## config.mk

```make
export PLATFORM = sky130hd
export DESIGN_NAME = rs_flag_ctrl
export DESIGN_NICKNAME = d
export VERILOG_FILES = /design/src/rtl/rs_flag_ctrl.sv
export SDC_FILE = /design/constraint.sdc
export NUM_CORES = 1
export LEC_CHECK = 0
export ABC_AREA = 1
export CAP_MARGIN = 20
export CORE_MARGIN = 8
export CORE_UTILIZATION = 45
export DETAILED_ROUTE_END_ITERATION = 8
export PLACE_DENSITY = 0.78
export SYNTH_ARGS = -nofsm -noshare
export SYNTH_HDL_FRONTEND = slang
export SYNTH_SLANG_ARGS = --single-unit
export TNS_END_PERCENT = 5
```

## constraint.sdc

```tcl
create_clock -name clk -period 3 [get_ports clk]
set_input_delay 0.6 -clock clk [delete_from_list [all_inputs] [get_ports clk]]
set_output_delay 0.6 -clock clk [all_outputs]
set_load 0.05 [all_outputs]
```

## src/rtl/rs_flag_ctrl.sv

```systemverilog
// rs_flag_ctrl: sequences set/reset pulses onto a bank of external RS latches.
// Optional FLAG_VERIFY_EN adds a sticky err flag that checks latch_q after each command.
module rs_flag_ctrl #(
  parameter int N_FLAGS = 4,
  parameter int PULSE_W = 2,
  parameter int GAP_W   = 1
) (
  input  logic                       clk,
  input  logic                       reset,
  input  logic                       req_valid,
  output logic                       req_ready,
  input  logic [$clog2(N_FLAGS)-1:0] req_idx,
  input  logic                       req_op,
  output logic [N_FLAGS-1:0]         latch_s,
  output logic [N_FLAGS-1:0]         latch_r,
  input  logic [N_FLAGS-1:0]         latch_q,
`ifdef FLAG_VERIFY_EN
  output logic                       err,
`endif
  output logic                       done
);

  localparam logic [3:0] PW_M1 = 4'(PULSE_W - 1);
  localparam logic [3:0] GW_M1 = (GAP_W > 0) ? 4'(GAP_W - 1) : 4'd0;

  typedef enum logic [1:0] {
    S_IDLE,
    S_PULSE,
    S_GAP
  } state_t;

  state_t               r_state;
  logic [3:0]           r_cnt;
  logic [N_FLAGS-1:0]   r_latch_s;
  logic [N_FLAGS-1:0]   r_latch_r;
  logic                 r_done;

  logic                 w_accept;
  logic                 w_hit;
  logic [N_FLAGS-1:0]   w_sel;

  assign req_ready = (r_state == S_IDLE) & ~reset;
  assign w_accept  = req_valid & req_ready;
  assign w_hit     = (latch_q[req_idx] == req_op);
  assign w_sel     = N_FLAGS'(1) << req_idx;

  assign latch_s = r_latch_s;
  assign latch_r = r_latch_r;
  assign done    = r_done;

  // Main sequencer: accept, pulse the selected latch, recover, report done.
  always_ff @(posedge clk or posedge reset) begin
    if (reset) begin
      r_state   <= S_IDLE;
      r_cnt     <= 4'd0;
      r_latch_s <= '0;
      r_latch_r <= '0;
      r_done    <= 1'b0;
    end else begin
      r_done <= 1'b0;
      unique case (r_state)
        S_IDLE: begin
          if (w_accept) begin
            if (!w_hit) begin
              r_state   <= S_PULSE;
              r_cnt     <= PW_M1;
              r_latch_s <= req_op ? w_sel : '0;
              r_latch_r <= req_op ? '0 : w_sel;
            end else begin
              r_state <= S_GAP;
              r_cnt   <= GW_M1;
            end
          end
        end
        S_PULSE: begin
          if (r_cnt == 4'd0) begin
            r_latch_s <= '0;
            r_latch_r <= '0;
            if (GAP_W == 0) begin
              r_state <= S_IDLE;
              r_done  <= 1'b1;
            end else begin
              r_state <= S_GAP;
              r_cnt   <= GW_M1;
            end
          end else begin
            r_cnt <= r_cnt - 4'd1;
          end
        end
        S_GAP: begin
          if (r_cnt == 4'd0) begin
            r_state <= S_IDLE;
            r_done  <= 1'b1;
          end else begin
            r_cnt <= r_cnt - 4'd1;
          end
        end
        default: begin
          r_state   <= S_IDLE;
          r_latch_s <= '0;
          r_latch_r <= '0;
        end
      endcase
    end
  end

`ifdef FLAG_VERIFY_EN
  logic [$clog2(N_FLAGS)-1:0] r_idx;
  logic                       r_op;
  logic                       r_err;
  logic                       w_check;

  // The latch should have settled by the final cycle of the command.
  assign w_check = (r_cnt == 4'd0) &&
                   ((r_state == S_GAP) ||
                    ((GAP_W == 0) && (r_state == S_PULSE)));

  assign err = r_err;

  // Capture the command target and latch a sticky error on bad feedback.
  always_ff @(posedge clk or posedge reset) begin
    if (reset) begin
      r_idx <= '0;
      r_op  <= 1'b0;
      r_err <= 1'b0;
    end else begin
      if (w_accept) begin
        r_idx <= req_idx;
        r_op  <= req_op;
      end
      if (w_check && (latch_q[r_idx] != r_op)) begin
        r_err <= 1'b1;
      end
    end
  end
`endif

endmodule
```

; Word level (Yosys, flattened, before mapping)
; Cells that the tools add are included.
[classes]
n_reduce_logical = 6
n_addsub = 1
muxes = 23
n_shift = 1
eq_ne = 8
order_cmp = 1
bitwise_logic = 4
[op_table]
columns = op, n
row1 = 4-bit 2-to-1 mux, 10
row2 = 4-bit one-hot mux with 3 select lines, 3
row3 = 2-bit != test (second input constant), 5
row4 = 2-bit 2-to-1 mux, 4
row5 = 2-bit one-hot mux with 3 select lines, 1
row6 = 3-bit AND reduction, 2
row7 = 4-bit zero test, 1
row8 = 1-bit 2-to-1 mux, 4
row9 = 4-bit AND reduction, 1
row10 = 1-bit by 2-bit left shift with 4-bit output (first input constant), 1
row11 = 4-bit by 1-bit subtractor with 4-bit output (second input constant), 1
row12 = 2-bit by 3-bit < comparator with 1-bit output (second input constant), 1
row13 = 3-bit nonzero test, 1
row14 = 1-bit AND, 2
row15 = 1-bit binary-select mux with 2-bit select, 1
row16 = 2-bit by 1-bit equality test with 1-bit output (second input constant), 1
row17 = 2-bit equality test (second input constant), 1
row18 = 2-bit zero test, 1
row19 = 1-bit inverter, 2
row20 = 1-bit equality test, 1
[word_totals]
inputBits = 10
wordCells = 49
regBits = 15
out_inout_bits = 10

; Depth between registers and ports, before layout
; Gate-level depths: netlist of the first run.
[depth]
word_depth = 6
mapped_depth = 11
mapped_depth_nobuf = 11

; Least setup slack after synthesis of the first run
; OpenSTA, ideal clock, no wires.
[synth_timing]
path_kind = register to output
start = register r_state[0]
end = output req_ready
arrival_time_ns = 1.461
required_time_ns = 2.400
setup_slack_ns = 0.939
path_stages_with_launch = 5
path_buffers = 0
path_cell_list = dfrtp_1 > inv_1 > ha_1 > inv_2 > nor2_1
[synth_via]
elab_chain_len = 2
[synth_rtl]
columns = item, line_no
row1 = "start, declared", 32  ; state_t r_state;
row2 = "start signal, assigned", 54  ; r_state <= S_IDLE;
row3 = "start signal, assigned", 65  ; r_state <= S_PULSE;
row4 = "start signal, assigned", 70  ; r_state <= S_GAP;
row5 = 2-bit zero test, 42  ; assign req_ready = (r_state == S_IDLE) & ~reset;
row6 = 1-bit AND, 42
row7 = "end, declared", 11  ; output logic req_ready,
; No other way between the ends.

; Worst setup path in the final report of the first run
; Ends and elaborated chain as after synthesis.

==> impl_metrics.csv, run 1 <==
group,metric,value,unit
status,status,"complete, no violations",
synthesis,synth_cells,130,
cts,insertion_delay,0.28,ns
timing,max_freq,0.367,GHz
timing,setup_violations,0,
cts,h-tree-depth,1,
detailed_routing,first_iter_violations,16,
cells_and_area,layout-drive-gt1-share,15.6,%
synthesis,synth-seq-cells,15,
cts,post_cts_buffers,0,
cells_and_area,n_fill_cell,207,
floorplanning,die_h,62.5,µm
cells_and_area,multi_input_area,526,µm²
detailed_routing,wl_per_cell,10.0,µm
synthesis,synthMostInstantiatedCell,"nand2_1",
synthesis,synth.area.top_cells,"dfrtp_1, nand2_1, ha_1",
pwr,swShare,51.9,%
pwr,clockPowerShare,9.6,%
cts,cts_buffers,3,
timing,min_period,2.72,ns
floorplanning,core_area,2130,µm²
critical_path,critPathRequiredTime,2.40,ns
pwr,cellLeakagePower,0.639,nW
timing,period_share,90.8,%
placed_design,place_inst,178,
pwr,p_switching,631,µW
synthesis,yosysUniqueCellTypes,21,
worst_hold_path,min_to,"latch_r[0]$_DFFE_PP0P_",
global_route,grt_pass1_wl,3.48,mm
timing,worst_pin_slew,0.502,ns
cts,cts.sinks,15,
cells_and_area,diodes,0,
floorplanning,die_area,3910,µm²
synthesis,synth_edf_count,0,
pwr,internal_power,585,µW
global_route,grt_max_degree,16,
worst_hold_path,min-delay-start,"latch_r[0]$_DFFE_PP0P_",
cells_and_area,nets,171,
floorplanning,num_rows,17,
synthesis,avgSynthCellArea,7.50,µm²
cells_and_area,final_core_util,58.1,%
pwr,max-vdd-ir-drop,0.676,mV
detailed_routing,ant_nets,0,
global_route,overflow,0,
critical_path,worstPathMaxFanout,5,
cts,cts_resized,0,
cells_and_area,fin_cells,182,
detailed_routing,routed_wl,1.82,mm
critical_path,criticalPathCategory,"flop to output port",
detailed_routing,drt-pass1-iter-count,4,
timing,hold_viol,0,
pwr,power.total,1.22,mW
floorplanning,die_x,62.5,µm
timing,finClkSkew,0.000731,ns
detailed_routing,via_per_inst,4.64,
timing,rsz0062_at_grt,"no",
synthesis,yosysWarnings,0,
floorplanning,initial_core_util,45.8,%
pwr,p_per_area,984,nW/µm²
synthesis,ys_seq_area_share,38.5,%
synthesis,ys.flop_type,"dfrtp_1",
critical_path,r2r_start,"r_state[0]$_DFFE_PP0P_",
worst_hold_path,holdPathStages,2,
detailed_routing,vias,844,
synthesis,async_flop_share,100,%
global_route,grt_pass1_vias,890,
global_route,track_usage,10.4,%
pwr,p_comb_share,64.6,%
timing,fin_tns_setup,0,ns
synthesis,netlist_area,975,µm²
cells_and_area,regArea,375,µm²
synthesis,syn_nets,146,
critical_path,cp-start-kind,"flop",
pwr,seqPwrFrac,25.9,%
worst_hold_path,hp-class,"flop to flop",
synthesis,synth.top_cell.area_share,38.5,%
timing,hold_slack,0.484,ns
cts,cts.path.max_buffers,2,
job,max-cap-violations,0,
timing,drv_slew,0,
cts,hold_buffers,0,
global_route,antenna_found_initial,0,
placed_design,dp_hpwl,1.58,mm
cells_and_area,area_growth,26.7,%
cts,cts_tree,"yes",
cts,root_buffer,"clkbuf_4",
placed_design,portBuffers,19,
critical_path,reg2regPathDepth,11,
floorplanning,io_pins,20,
synthesis,yosysTopAreaCell,"dfrtp_1",
timing,slew_headroom,66.4,%
synthesis,synth_commonest_cells,"nand2_1, dfrtp_1, inv_1, nor2_1, nand3_1",
critical_path,r2r_slack,1.42,ns
cts,clk_pin_slew_worst_paths,0.09,ns
placed_design,globalplace.congestion,0.808,
critical_path,regToRegEndpoint,"r_cnt[3]$_DFFE_PP0P_",
critical_path,crit_path_end_kind,"output port",
detailed_routing,drc_errors,0,
critical_path,critPathArrivalTime,2.12,ns
cells by family after synthesis:
| family | synth area share (%) |
|---|---|
| DFF | 38.5 |
| adders and majority gates | 7.70 |
| buffers and inverters | 7.57 |
| AOI/OAI and AO/OA | 5.91 |
| and+or+nand+nor | 40.3 |
power by group through the flow:
stage | registers, mW | clock network (mW) | logic (mW)
after global placement | 0.314 | 0 | 0.776
after detailed placement | 0.320 | 0 | 0.793
after global routing | 0.324 | 0.128 | 0.874
final | 0.314 | 0.116 | 0.785
after CTS | 0.316 | 0.120 | 0.796
after floorplan | 0.446 | 0 | 0.474
cells in the final DEF (no fill, tap or decap), drive strengths merged:
master         Yosys  final
nor2              16     16
nor3               2      2
nand2             50     50
clkinv             3      4
o21ai              3      3
buf                0      1
a21oi              5      5
clkdlybuf4s50      0     19
ha                 6      6
nand3             13     13
inv               16     16
dfrtp             15     15
o22ai              1      1
clkbuf             0      3
through the flow:
| step | setup WS, ns | instance area (µm²) |
|---|---|---|
| floorplan | 0.939 | 975 |
| CTS | 0.260 | 1230 |
| global route | 0.169 | 1230 |
| finish | 0.276 | 1230 |
| detailed placement | 0.425 | 1210 |
| global placement | 0.402 | 1210 |
sequential cells by signal, indices dropped and copies added (netlist names):
register / cells
latch_r: 4
done: 1
r_state: 2
r_cnt: 4
latch_s: 4
layer usage:
metal / vias up / track usage [%] / share of wire [%]
li1: 453 / - / -
met1: 372 / 12.2 / 49
met5: - / 0 / 0
met3: 4 / 1.97 / 3.6
met4: 0 / 5.98 / 1.8
met2: 15 / 17.1 / 46
final cells by class:
| cell class | count | share of cell area, % |
|---|---|---|
| multi-input cells | 96 | 42.6 |
| flip-flops and latches | 15 | 30.4 |
| repair buffers | 20 | 16.0 |
| inverters | 19 | 5.98 |
| well taps | 28 | 2.84 |
| clock buffers | 3 | 1.82 |
| clock inverters | 1 | 0.405 |
critical path, stage by stage (launching register included):
cell	delay, ns
dfrtp_1	0.42
inv_1	0.10
ha_1	0.30
inv_2	0.08
nor2_1	0.12
clkdlybuf4s50_1	0.82
worst max path at each step:
stage	start	depth (start not counted)	end	slack, ns
after floorplan	r_state[0]$_DFFE_PP0P_	4	req_ready	0.94
after global placement	reset	3	req_ready	0.40
after detailed placement	reset	3	req_ready	0.42
after CTS	r_state[0]$_DFFE_PP0P_	5	req_ready	0.26
after global routing	r_state[0]$_DFFE_PP0P_	5	req_ready	0.17
final	r_state[0]$_DFFE_PP0P_	5	req_ready	0.28
Note: power is estimated with default switching activity, not from simulation.
==> run 2: changes to the inputs <==
--- a/config.mk
+++ b/config.mk
@@ -10,7 +10,8 @@
 export CORE_MARGIN = 8
 export CORE_UTILIZATION = 45
 export DETAILED_ROUTE_END_ITERATION = 8
-export PLACE_DENSITY = 0.78
+export DONT_BUFFER_PORTS = 1
+export PLACE_DENSITY = 0.68
 export SYNTH_ARGS = -nofsm -noshare
 export SYNTH_HDL_FRONTEND = slang
 export SYNTH_SLANG_ARGS = --single-unit
==> constraint.sdc (replaced) <==
create_clock -name clk -period 2.3 [get_ports clk]
set_input_delay 0.46 -clock clk [delete_from_list [all_inputs] [get_ports clk]]
set_output_delay 0.46 -clock clk [all_outputs]
set_load 0.05 [all_outputs]
==> run 2 against run 1 <==
  * Cell count is 9.9% lower
  * Count of clock-buffer cells in the layout unchanged
  * Utilization decreased by 8.6 points
  * Sequential power up 90%
  * Sequential cell count stayed put
  * Critical path type unchanged
  * Non-clock buffer count is 18 lower
  * Largest power group unchanged
  * Worst setup slack better by 0.068 ns
  * Worst hold slack worse by 0.38 ns
  * Wire length grew 1.4%
  * Register-to-register slack worse by 0.74 ns
  * First-iteration DRC count decreased by 69%
  * Clock skew about the same
==> impl_metrics.csv, run 2 (synthesis gave the netlist of run 1 again) <==
group,metric,value,unit
status,status,"complete, no violations",
cts,cts.sinks,15,
critical_path,criticalPathCategory,"flop to output port",
timing,setup_ws,0.344,ns
placed_design,dp_hpwl,1.56,mm
detailed_routing,wl_per_cell,11.3,µm
global_route,overflow,0,
floorplanning,die_h,62.5,µm
cells_and_area,diodes,0,
timing,period_share,85.1,%
critical_path,worstPathMaxFanout,5,
timing,min_period,1.96,ns
cts,clk_pin_slew_worst_paths,0.09,ns
global_route,antenna_found_initial,0,
timing,fin_tns_setup,0,ns
floorplanning,initial_core_util,45.8,%
pwr,p_per_area,1400,nW/µm²
timing,hold_slack,0.102,ns
worst_hold_path,hp-class,"input pin to async pin",
pwr,max-vdd-ir-drop,0.640,mV
critical_path,critPathRequiredTime,1.84,ns
floorplanning,num_rows,17,
critical_path,reg2regPathDepth,11,
cells_and_area,area_growth,7.96,%
timing,rsz0062_at_grt,"no",
floorplanning,io_pins,20,
cells_and_area,final_common_cell,"nand2_1",
global_route,grt_pass1_wl,3.40,mm
critical_path,slowest_stage,"dfrtp_1",
critical_path,critPathArrivalTime,1.50,ns
placed_design,globalplace.congestion,0.758,
timing,drv_slew,0,
global_route,grt_pass1_vias,770,
detailed_routing,routed_wl,1.85,mm
detailed_routing,first_iter_violations,5,
timing,hold_viol,0,
cells_and_area,nets,153,
cts,root_buffer,"clkbuf_4",
timing,worst_pin_slew,0.498,ns
job,max-cap-violations,0,
timing,setup_violations,0,
global_route,track_usage,10.5,%
floorplanning,die_area,3910,µm²
cts,cts_resized,0,
critical_path,r2r_slack,0.68,ns
cts,insertion_delay,0.28,ns
critical_path,r2r_start,"r_state[0]$_DFFE_PP0P_",
detailed_routing,drt-pass1-iter-count,4,
cts,hold_buffers,0,
placed_design,place_inst,160,
critical_path,crit_path_end_kind,"output port",
detailed_routing,drc_errors,0,
cells_and_area,fin_cells,164,
cts,h-tree-depth,1,
cts,cts.path.max_buffers,2,
pwr,power.total,1.47,mW
global_route,grt_max_degree,16,
detailed_routing,ant_nets,0,
floorplanning,die_x,62.5,µm
cells_and_area,layout-drive-gt1-share,18.4,%
critical_path,cp_cell_sequence,"inv_1 -> ha_1 -> inv_2 -> nor2_1 -> buf_4",
detailed_routing,via_per_inst,4.66,
timing,max_freq,0.511,GHz
critical_path,regToRegEndpoint,"r_cnt[3]$_DFFE_PP0P_",
timing,slew_headroom,66.8,%
timing,finClkSkew,0.000744,ns
cells_and_area,n_fill_cell,236,
cts,cts_buffers,3,
detailed_routing,vias,764,
cts,post_cts_buffers,0,
placed_design,portBuffers,0,
placed_design,post-place-ws,0.674,ns
cts,cts_tree,"yes",
critical_path,cp_slowest_stage_delay,0.43,ns
pwr,cellLeakagePower,0.574,nW
floorplanning,core_area,2130,µm²
critical_path,cp-start-kind,"flop",
cells_and_area,layout_common_cells,"nand2_1, dfrtp_1, inv_1, nor2_1, nand3_1",
run 2: cell types whose count changed in the layout (fill, tap and decap cells not counted), sizes merged:
cell           change
buf                +1
clkdlybuf4s50     -19
run 2: per-stage QoR:
| stage | util (%) | area [µm²] |
|---|---|---|
| after CTS | 49.5 | 1050 |
| after global routing | 49.5 | 1050 |
| after floorplan | - | 975 |
| final | 49.5 | 1050 |
| after global placement | 48.2 | 1020 |
| after detailed placement | 48.2 | 1020 |
run 2: worst max-delay path by stage:
stage,startpoint,endpoint,slack (ns),depth (start not counted)
after floorplan,r_state[0]$_DFFE_PP0P_,req_ready,0.38,4
after global placement,r_state[0]$_DFFE_PP0P_,req_ready,0.72,5
after detailed placement,r_state[0]$_DFFE_PP0P_,req_ready,0.67,5
after CTS,r_state[0]$_DFFE_PP0P_,req_ready,0.34,5
after global routing,r_state[1]$_DFFE_PP0P_,req_ready,0.23,5
final,r_state[0]$_DFFE_PP0P_,req_ready,0.34,5
run 2: where the power goes:
group | switching (mW) | internal [mW]
Combinational | 0.482 | 0.246
Sequential | 0.243 | 0.353
Clock | 0.0836 | 0.0644
run 2: layout make-up:
| type | count | area [µm²] | share of cell area, % |
|---|---|---|---|
| Multi-Input combinational cell | 96 | 526 | 49.9 |
| Clock buffer | 3 | 22.5 | 2.14 |
| Inverter | 19 | 73.8 | 7.02 |
| Clock inverter | 1 | 5.00 | 0.476 |
| Timing Repair Buffer | 2 | 15.0 | 1.43 |
| Sequential cell | 15 | 375 | 35.7 |
| Tap cell | 28 | 35.0 | 3.33 |
run 2: per-layer routing:
layer	track usage, %	vias up	wire length, µm
met2	17.2	16	869
met3	2.33	2	99
li1	-	411	-
met1	12.4	335	846
met5	0	-	0
met4	5.98	0	31
run 2: critical path, delay by kind of cell (launching register included):
family        cells  cell delay (ns)
fa+ha+maj         1             0.31
buf+inv           3             0.38
flops             1             0.43
simple gates      1             0.10
==> run 3: changes to the inputs <==
--- a/config.mk
+++ b/config.mk
@@ -6,12 +6,12 @@
 export NUM_CORES = 1
 export LEC_CHECK = 0
 export ABC_AREA = 1
-export CAP_MARGIN = 20
 export CORE_MARGIN = 8
 export CORE_UTILIZATION = 45
+export CTS_CLUSTER_DIAMETER = 40
 export DETAILED_ROUTE_END_ITERATION = 8
 export DONT_BUFFER_PORTS = 1
-export PLACE_DENSITY = 0.68
+export PLACE_DENSITY = 0.71
 export SYNTH_ARGS = -nofsm -noshare
 export SYNTH_HDL_FRONTEND = slang
 export SYNTH_SLANG_ARGS = --single-unit
==> run 3 against run 2 <==
  * Sequential cell count stayed put
  * Sequential share of layout area did not move
  * Sequential power about the same
  * Maximum frequency up 0.25%
  * Utilization is the same
  * First-iteration DRC count rose to 5.2 times the previous value
  * Largest power group unchanged
==> impl_metrics.csv, run 3 (synthesis gave the netlist of run 1 again) <==
group,metric,value,unit
floorplanning,num_rows,17,
timing,finClkSkew,0.00252,ns
floorplanning,die_x,62.5,µm
timing,min_period,1.95,ns
cells_and_area,layout-drive-gt1-share,18.4,%
floorplanning,die_h,62.5,µm
placed_design,placed_area,1020,µm²
cts,cts_tree,"yes",
cells_and_area,layout_common_cells,"nand2_1, dfrtp_1, inv_1, nor2_1, nand3_1",
detailed_routing,first_iter_violations,26,
timing,max_freq,0.512,GHz
detailed_routing,wl_per_cell,12.4,µm
timing,worst_pin_slew,0.509,ns
global_route,antenna_found_initial,0,
critical_path,r2r_start,"r_state[0]$_DFFE_PP0P_",
detailed_routing,via_per_inst,5.04,
cells_and_area,diodes,0,
placed_design,dp_hpwl,1.67,mm
pwr,p_per_area,1420,nW/µm²
cts,h-tree-depth,1,
timing,drv_slew,0,
critical_path,reg2regPathDepth,11,
cells_and_area,nets,153,
global_route,grt_max_degree,16,
timing,fin_tns_setup,0,ns
cts,cts_resized,0,
cells_and_area,final_area,1050,µm²
status,status,"complete, no violations",
cells_and_area,regArea,375,µm²
pwr,max-vdd-ir-drop,0.748,mV
cts,insertion_delay,0.28,ns
global_route,overflow,0,
critical_path,crit_path_end_kind,"output port",
critical_path,r2r_slack,0.70,ns
floorplanning,core_area,2130,µm²
timing,hold_viol,0,
cells_and_area,n_fill_cell,221,
detailed_routing,drc_errors,0,
worst_hold_path,hp-class,"input pin to async pin",
cts,hold_buffers,0,
critical_path,regToRegEndpoint,"r_cnt[3]$_DFFE_PP0P_",
placed_design,globalplace.congestion,0.775,
cts,post_cts_buffers,0,
critical_path,critPathArrivalTime,1.49,ns
job,max-cap-violations,0,
detailed_routing,routed_wl,2.04,mm
timing,rsz0062_at_grt,"no",
cts,cts.sinks,15,
critical_path,criticalPathCategory,"flop to output port",
cts,cts.path.max_buffers,2,
timing,period_share,84.9,%
detailed_routing,drt-pass1-iter-count,4,
detailed_routing,ant_nets,0,
cells_and_area,area_growth,7.96,%
global_route,grt_pass1_wl,3.37,mm
placed_design,portBuffers,0,
critical_path,critPathRequiredTime,1.84,ns
floorplanning,die_area,3910,µm²
cells_and_area,final_common_cell,"nand2_1",
cts,clk_pin_slew_worst_paths,0.09,ns
floorplanning,io_pins,20,
pwr,cellLeakagePower,0.574,nW
critical_path,worstPathMaxFanout,5,
floorplanning,initial_core_util,45.8,%
cells_and_area,multi_input_area,526,µm²
timing,setup_violations,0,
detailed_routing,vias,826,
cts,root_buffer,"clkbuf_4",
cts,cts_buffers,3,
global_route,grt_pass1_vias,773,
critical_path,cp-start-kind,"flop",
global_route,track_usage,10.5,%
timing,slew_headroom,66.1,%
## run 3: cell counts in the layout (fill, tap and decap cells not counted)
Identical to the previous run, type by type.
## run 3: how the worst max path moves through the flow
stage                           startpoint   endpoint  slack [ns]  depth (start not counted)
finish              r_state[0]$_DFFE_PP0P_  req_ready        0.35                          5
global route        r_state[1]$_DFFE_PP0P_  req_ready        0.24                          5
detailed placement  r_state[1]$_DFFE_PP0P_  req_ready        0.68                          5
CTS                 r_state[1]$_DFFE_PP0P_  req_ready        0.34                          5
floorplan           r_state[0]$_DFFE_PP0P_  req_ready        0.38                          4
global placement    r_state[0]$_DFFE_PP0P_  req_ready        0.71                          5
## run 3: where the power goes
group / internal (mW) / switching [mW]
sequential: 0.353 / 0.246
combinational: 0.247 / 0.495
clock: 0.0646 / 0.0899
## run 3: final cells by class
cell class | count | share of cell area (%)
inverters | 19 | 7.02
clock inverters | 1 | 0.476
well taps | 28 | 3.33
clock buffers | 3 | 2.14
flip-flops and latches | 15 | 35.7
multi-input cells | 96 | 49.9
repair buffers | 2 | 1.43
## run 3: critical path, cell delays in order, from the launching register on
cell and delay (ns):
dfrtp_1 0.44, inv_1 0.10, ha_1 0.29, inv_2 0.08, nor2_1 0.09, buf_4 0.20
## run 3: layer usage
| layer | global-route usage [%] | part of all wire (%) | wire length (µm) | up-vias |
|---|---|---|---|---|
| li1 | - | - | - | 411 |
| met5 | 0 | 0 | 0 | - |
| met3 | 2.15 | 4.4 | 90 | 4 |
| met2 | 18.0 | 49 | 1010 | 19 |
| met1 | 11.8 | 44 | 905 | 392 |
| met4 | 5.98 | 1.8 | 36 | 0 |
## run 3: metrics by stage
| stage | utilization [%] | worst slack, ns | hold WS, ns | power, mW | instances |
|---|---|---|---|---|---|
| floorplan | - | 0.379 | 0.318 | 1.20 | 130 |
| global placement | 48.2 | 0.712 | 0.415 | 1.31 | 160 |
| detailed placement | 48.2 | 0.681 | 0.417 | 1.35 | 160 |
| CTS | 49.5 | 0.344 | 0.101 | 1.51 | 164 |
| global route | 49.5 | 0.244 | 0.113 | 1.61 | 164 |
| finish | 49.5 | 0.348 | 0.0956 | 1.50 | 164 |
